--- src/rtl/demux2_8_buffer.sv ---
// demux2_8_buffer: routes each byte to one of two channels, each buffered by its own valid/ready FIFO
module demux2_8_buffer #(
  parameter int LARGURA = 8,
  parameter int PROFUNDIDADE = 2
) (
  input  logic               Clock,
  input  logic               Reset,
  input  logic [LARGURA-1:0] Entrada,
  input  logic               EntradaValida,
  input  logic               Controle,
  output logic               EntradaPronta,
  output logic [LARGURA-1:0] Saida0,
  output logic               Saida0Valida,
  input  logic               Saida0Pronta,
  output logic [LARGURA-1:0] Saida1,
  output logic               Saida1Valida,
  input  logic               Saida1Pronta
);
  localparam int AW = $clog2(PROFUNDIDADE);
  localparam logic [AW:0] FULL = (AW+1)'(PROFUNDIDADE);
  logic [1:0][LARGURA-1:0] dout;
  logic [1:0] vld, full, pronta;
  logic push;
  assign pronta = {Saida1Pronta, Saida0Pronta};
  assign EntradaPronta = !full[Controle];
  assign push = EntradaValida && EntradaPronta;
  assign Saida0 = dout[0];
  assign Saida1 = dout[1];
  assign Saida0Valida = vld[0];
  assign Saida1Valida = vld[1];
  for (genvar c = 0; c < 2; c++) begin : ch
    logic [LARGURA-1:0] mem [PROFUNDIDADE];
    logic [AW-1:0] rp, wp;
    logic [AW:0] cnt;
    logic psh, pop;
    assign psh = push && (Controle == 1'(c));
    assign pop = vld[c] && pronta[c];
    assign vld[c] = cnt != '0;
    assign full[c] = cnt == FULL;
    assign dout[c] = mem[rp];
    // channel FIFO: storage, pointers and occupancy; reset wins over push/pop
    always_ff @(posedge Clock) begin
      if (Reset) begin
        rp <= '0;
        wp <= '0;
        cnt <= '0;
        for (int i = 0; i < PROFUNDIDADE; i++) mem[i] <= '0;
      end else begin
        if (psh) mem[wp] <= Entrada;
        if (psh) wp <= wp + AW'(1);
        if (pop) rp <= rp + AW'(1);
        cnt <= cnt + (AW+1)'(psh) - (AW+1)'(pop);
      end
    end
  end
endmodule

--- config.mk ---
export PLATFORM = sky130hd
export DESIGN_NAME = demux2_8_buffer
export DESIGN_NICKNAME = d
export VERILOG_FILES = /design/src/rtl/demux2_8_buffer.sv
export SDC_FILE = /design/constraint.sdc
export NUM_CORES = 1
export LEC_CHECK = 0
export CAP_MARGIN = 20
export CORE_UTILIZATION = 56
export DETAILED_ROUTE_END_ITERATION = 8
export HOLD_SLACK_MARGIN = 0.05
export PLACE_DENSITY = 0.84
export REMOVE_ABC_BUFFERS = 1
export SLEW_MARGIN = 15
export SYNTH_ARGS = -nofsm -noshare
export SYNTH_HDL_FRONTEND = slang
export SYNTH_SLANG_ARGS = --single-unit
--- constraint.sdc ---
create_clock -name Clock -period 4.3 [get_ports Clock]
set_input_delay 0.86 -clock Clock [delete_from_list [all_inputs] [get_ports Clock]]
set_output_delay 0.86 -clock Clock [all_outputs]
set_load 0.05 [all_outputs]
; ---- After elaboration in Yosys (flattened, before gate mapping)
; Memories as Yosys holds them, arrays and structs flattened. A register that Yosys moved wholly into a read port is not among the register bits.
; Index checks and enable logic that the tools add are counted.
[word_totals]
ff_bits = 8
latchBits = 0
mem_bits_rw = 32
mem_bits_ro = 0
output_inout_bits = 19
memories = 2
[mem_list]
columns = memory, depth, width, read_ports, rd_ports_with_merged_regs, wr, line
row1 = ch[0].mem, 2, 8, 1, 1, 2, 32  ; logic [LARGURA-1:0] mem [PROFUNDIDADE];
row2 = ch[1].mem, 2, 8, 1, 1, 2, 32
[classes]
addsub = 8
mul = 0
n_div = 0
order_cmp = 1
n_eq_ne = 2
shift = 0
n_mux = 20
bitwise_logic = 1
reduce_logical = 10
[op_table]
columns = operator, count
row1 = 2-to-1 mux 1 bit, 18
row2 = 2-to-1 mux 8 bit, 2
row3 = OR reduction 8 bit, 2
row4 = logical AND 1 bit, 5
row5 = "adder 1 bit, second input constant", 4
row6 = adder 2 x 1 -> 2 bit, 2
row7 = "== test 2 bit, second input constant", 2
row8 = nonzero test 2 bit, 2
row9 = subtractor 2 x 1 -> 2 bit, 2
row10 = "< comparator 1 x 2 -> 1 bit, second input constant", 1
row11 = zero test 1 bit, 1
row12 = inverter 1 bit, 1

; ---- Logic depth before layout (Yosys ltp)
; Gate-level depths: netlist (run 1).
[depth]
ltp_word = 11
mapped_depth = 9
ltp_nobuf = 8

; ---- Least setup slack after synthesis (run 1)
; OpenSTA, ideal clock, no wires.
[synth_timing]
kind = input port to output port
from = in Controle
to = out EntradaPronta
t_arrival_ns = 1.937
t_required_ns = 3.440
setup_slack_ns = 1.503
stages = 2
path_buffers = 1
path_cell_list = buf_2 mux2i_1
[synth_between]
elab_chain_cells = 3
[synth_lines]
columns = element, line
row1 = "start, declared", 10  ; input logic Controle,
row2 = 2-to-1 mux 1 bit (not written as such) (2 in a row), 25  ; assign EntradaPronta = !full[Controle];
row3 = zero test 1 bit, 25
row4 = "end, declared", 11  ; output logic EntradaPronta,
; No other way between the ends. The select of a mux whose other input is x is not followed.

; ---- Worst setup path after layout (run 1)
; Ends and elaborated chain as after synthesis.

==> results of run 1 <==
[registers in the layout (all words and copies together) (netlist names), named ones only]
signal	cells
ch.mem	32
ch.rp	2
ch.cnt	4
ch.wp	2
[cell usage in the layout (no fill, tap or decap), types with 4 or more instances in the layout]
cell             count
and2_1              34
edfxtp_1            32
clkdlybuf4s50_1     32
mux2_2              16
dfxtp_1             10
nor2_1               6
nor2b_1              5
clkbuf_4             5
ha_1                 4
[cell usage after synthesis]
master    number
a21o_1         2
a31o_2         1
a41o_1         1
and2_1        34
and4bb_2       1
buf_2          3
clkbuf_1       1
dfxtp_1       10
edfxtp_1      32
ha_1           4
inv_1          2
mux2_2        16
mux2i_1        1
nand2_1        1
nand2b_1       2
nand2b_4       1
nand3_1        1
nor2_1         6
nor2b_1        5
nor2b_4        2
nor3_1         2
nor4_4         1
nor4b_4        2
o21a_1         2
o21bai_1       2
or2_2          2
xnor2_1        2
xor2_1         2
[critical path, delay by kind of cell]
family	cells	cell delay [ns]
multiplexers	1	0.23
buffers and inverters	2	1.55
[cells by family after synthesis]
logic type,Yosys count,synth area share
buf+inv,6,0.0134
fa+ha+maj,4,0.0255
simple gates,60,0.221
flops,42,0.593
xor+xnor,4,0.0179
compound gates,8,0.0326
mux,17,0.0971
[per-stage QoR]
stage           util  setup WS, ns
2_1_floorplan      -          1.73
3_3_place_gp   0.695         0.847
3_5_place_dp   0.695         0.829
4_1_cts        0.718         0.822
5_1_grt        0.718         0.788
6_report       0.718         0.808
[power groups by stage]
stage,logic [mW],registers [mW],clock network (mW)
detailed placement,0.585,0.576,0
CTS,0.589,0.566,0.247
global placement,0.568,0.569,0
global route,0.621,0.574,0.258
floorplan,0.424,0.556,0
finish,0.584,0.565,0.244
[layout make-up]
cell class / count / area, um2
flip-flops and latches: 42 / 1160
inverters: 2 / 7.51
repair buffers: 32 / 320
multi-input cells: 93 / 772
clock inverters: 3 / 40.0
fillers: 249 / 941
clock buffers: 5 / 37.5
well taps: 46 / 57.6
[layer usage]
metal | vias up | part of all wire | global-route usage
li1 | 567 | - | -
met3 | 9 | 0.042 | 0.0630
met2 | 32 | 0.53 | 0.376
met5 | - | 0 | 0
met1 | 586 | 0.40 | 0.220
met4 | 0 | 0.023 | 0.101
[final timing paths]
kind         slack (ns)  depth (start not counted)            end
max                0.81                          3  EntradaPronta
min                0.54                          2       ch[1].rp
max reg2reg        2.48                          8   ch[0].cnt[1]
min reg2reg        0.54                          2       ch[1].rp
==> impl_results.md, run 1 <==
- Status: finished clean
- Pwr Total: 1.39 mW
- Sequential share of power: 0.406
- Aggregate global-route resource usage: 0.208
- Fin cells: 223
- Area delta synth->final: 22.3%
- CTS buffer count: 5
- First-pass GRT wire length: 5340 um
- Max-Cap Viols: 0
- VDD IR max: 458 uV
- GR Overflow Total: 0
- Mapped Cells: 141
- Setup tns final: 0 ns
- #FFs+latches synth: 42
- Area share of the largest cell type after synthesis: 0.490
- Total I/O pin count: 33
- Avg Cell Area, Syn: 13.9 um2
- Vias per inst: 5.35
- Initial DRC Count: 16
- Internal Pwr Total: 0.863 mW
- Placed cells: 215
- Final period util: 0.812
- Synth area leader: edfxtp_1
- Crit-path cells: clkdlybuf4s50_1 > mux2i_1 > clkdlybuf4s50_1
- Slowest stage cell, crit path: clkdlybuf4s50_1
- Hold WC Path Type: register to register
- Switching Power: 0.529 mW
- Post-CTS Setup Repair Bufs: 0
- Clock power frac: 0.175
- Pin count of the biggest net entering global routing: 16
- Rows: 21
- CTS Hold Bufs: 0
- Logic gate share of total power: 0.420
- Register area share after synthesis: 0.593
- Min-delay src: ch[1].rp
- Max-slew violations: 0
- Routed WL: 3520 um
- Slew at the pin with the worst max-slew slack: 0.786 ns
- Die Span Y: 61.2 um
- Share of post-route cells with drive strength above 1: 0.192
- Netlist cell types: 28
- CP Launch Point: Controle
- GPL Wtd Cong: 0.718
- Latest clock arrival within the worst-skew pair: 0.35 ns
- Period minus WS final: 3.49 ns
- Starting Density: 0.587
- DRC viols: 0
- # nets final: 194
- Initial antenna violation count: 0
- Number of routed nets with antenna violations: 0
- Syn. warnings: 0
- CTS tree: done
- Vias in the first global route: 1233
- Most frequent CP cell: clkdlybuf4s50_1
- Worst endpoint required time: 3.44 ns
- Drt pass-1 iters: 4
- Die Span X: 61.2 um
- Fmax: 286 MHz
- CTS max path bufs: 2
- Die area: 0.00374 mm2
- Cts repair resizes: 0
- Root Driver: clkbuf_4
- DR WL/cell: 15.8 um
- Final Hold Viols: 0
- Max stage delay on crit path: 0.82 ns
- CTS H-tree depth: 2
- Area of the mapped netlist: 0.00196 mm2
- Synth top area cells: edfxtp_1, and2_1, dfxtp_1
- N_diodes: 0
- Clock slew at reported path FFs: 0.11 ns
- CORE AREA: 0.00334 mm2
- Crit end category: primary output
- Crit path kind: input pin to primary output
- Num Clock Sinks: 42
- Port Buffer Count: 32
- Reg-to-Reg Start: ch[0].cnt[0]
- Max Clock Skew: 0.0115 ns
- Critical Path Fanout Max: 8
- Critical Path Source Type: input pin
- Leak Pwr: 0.940 nW
- RSZ-0062 raised after global routing: false
- Post-DP HPWL: 2570 um
- Vias: 1194
- Slew headroom: 0.475
- Setup violations, final: 0
- Crit path DAT: 2.63 ns
- Switching share of power: 0.380
- Pwr Density: 581 mW/mm2
- Placed cell areas: 0.00232 mm2
- Design Area, Final: 0.00240 mm2
- Final hold slack: 0.541 ns
(Power assumes the default switching activity.)
==> run 2, diff against run 1 <==
CORE_UTILIZATION = 52   (was 56)
PLACE_DENSITY = 0.78   (was 0.84)
clock period = 3.35 ns   (was 4.3 ns; I/O delays follow)
==> impl_results.md, run 2 (synthesis results as in run 1) <==
- Switching share of power: 0.368
- Period minus WS final: 2.60 ns
- Max-Cap Viols: 0
- Final Hold Viols: 0
- Max Clock Skew: 0.0101 ns
- Max reg flops: 32
- Commonest cells after routing, fill and taps aside: and2_1, edfxtp_1, clkdlybuf4s50_1
- Placed cell areas: 0.00234 mm2
- VDD IR max: 483 uV
- Pin count of the biggest net entering global routing: 15
- Switching Power: 0.683 mW
- Worst endpoint required time: 2.68 ns
- Number of routed nets with antenna violations: 0
- GR Overflow Total: 0
- Rows: 21
- Crit-path cells: mux2_2 > clkdlybuf4s50_1
- Clock slew at reported path FFs: 0.07 ns
- Die Span Y: 63.4 um
- Aggregate global-route resource usage: 0.191
- Pwr Density: 759 mW/mm2
- Die area: 0.00402 mm2
- Biggest register: ch.mem
- Slew at the pin with the worst max-slew slack: 0.510 ns
- Commonest non-fill, non-tap cell in the layout: and2_1
- Setup violations, final: 0
- # nets final: 197
- CTS buffer count: 5
- Latest clock arrival within the worst-skew pair: 0.29 ns
- Vias per inst: 5.24
- Die Span X: 63.4 um
- Cts repair resizes: 0
- Clock power frac: 0.207
- Sequential share of power: 0.390
- Routed WL: 3430 um
- Crit path buf inv count: 1
- Initial DRC Count: 49
- N_diodes: 0
- Crit path DAT: 1.93 ns
- CTS H-tree depth: 2
- DR WL/cell: 15.2 um
- CTS Hold Bufs: 0
- Drt pass-1 iters: 4
- Slowest stage cell, crit path: clkdlybuf4s50_1
- Setup tns final: 0 ns
- Hold WC Path Type: register to register
- Area delta synth->final: 24.9%
- RSZ-0062 raised after global routing: false
- Largest regs: ch.mem (32), ch.cnt (4)
- Status: finished clean
- Max stage delay on crit path: 0.71 ns
- Post-CTS Setup Repair Bufs: 0
- Initial antenna violation count: 0
- Crit path max-delay family: buffers and inverters
- CORE AREA: 0.00347 mm2
- Crit end category: primary output
- Root Driver: clkbuf_8
- Crit path kind: register to primary output
- Internal Pwr Total: 1.17 mW
- Share of post-route cells with drive strength above 1: 0.211
- Slew headroom: 0.659
- Post-DP HPWL: 2490 um
- First-pass GRT wire length: 5630 um
- Logic gate share of total power: 0.403
- Total I/O pin count: 33
- GPL Wtd Cong: 0.727
- Vias in the first global route: 1220
- DRC viols: 0
- Critical Path Fanout Max: 8
- Starting Density: 0.565
- Design Area, Final: 0.00245 mm2
- Fmax: 385 MHz
- Vias: 1184
- Leak Pwr: 0.967 nW
- Max-slew violations: 0
- Port Buffer Count: 32
- Num Clock Sinks: 42
- CTS tree: done
- Final period util: 0.776
- Critical Path Source Type: register
- CTS max path bufs: 2
## run 2: cell types whose count changed in the layout (fill, tap and decap cells not counted)
cell | before | now
clkbuf_8 | 0 | 5
clkdlybuf4s50_1 | 32 | 31
clkbuf_4 | 5 | 0
buf_4 | 0 | 4
## run 2: layer usage
metal | routed length [um] | global-route usage
met5 | 0 | 0
met1 | 1420 | 0.208
met3 | 184 | 0.0598
met2 | 1750 | 0.339
met4 | 67 | 0.0824
## run 2: worst paths after layout
kind,start,endpoint,slack (ns),cells after the start
worst max-delay path,register,Saida1[1],0.75,2
worst min-delay path,ch[1].rp,register,0.53,2
worst max register to register,ch[1].cnt[0],ch[1].cnt[1],1.59,8
worst min register to register,ch[1].rp,register,0.53,2
## run 2: cell type report
class | instances | area [um2]
clock buffers | 5 | 68.8
multi-input cells | 93 | 772
clock inverters | 3 | 40.0
inverters | 2 | 7.51
fillers | 255 | 1020
repair buffers | 35 | 340
well taps | 46 | 57.6
flip-flops and latches | 42 | 1160
## run 2: stage by stage
| stage | hold slack (ns) | utilization | setup WS, ns | cells | power, mW |
|---|---|---|---|---|---|
| 4_1_cts | 0.529 | 0.706 | 0.719 | 226 | 1.87 |
| 6_report | 0.527 | 0.706 | 0.751 | 226 | 1.86 |
| 2_1_floorplan | 0.481 | - | 1.16 | 137 | 1.26 |
| 3_5_place_dp | 0.511 | 0.674 | 0.688 | 218 | 1.49 |
| 3_3_place_gp | 0.504 | 0.674 | 0.790 | 218 | 1.47 |
| 5_1_grt | 0.568 | 0.706 | 0.656 | 226 | 1.94 |
## run 2: power groups by stage
stage	Clock, mW	Sequential (mW)	Combinational, mW
2_1_floorplan	0	0.713	0.544
3_3_place_gp	0	0.730	0.736
3_5_place_dp	0	0.740	0.751
4_1_cts	0.390	0.727	0.756
5_1_grt	0.410	0.736	0.789
6_report	0.385	0.724	0.749
## run 2: worst min-delay path, cell delays in order, from the launching register on
cell and delay, ns:
dfxtp_1 0.33, xnor2_1 0.09, nor2_1 0.08
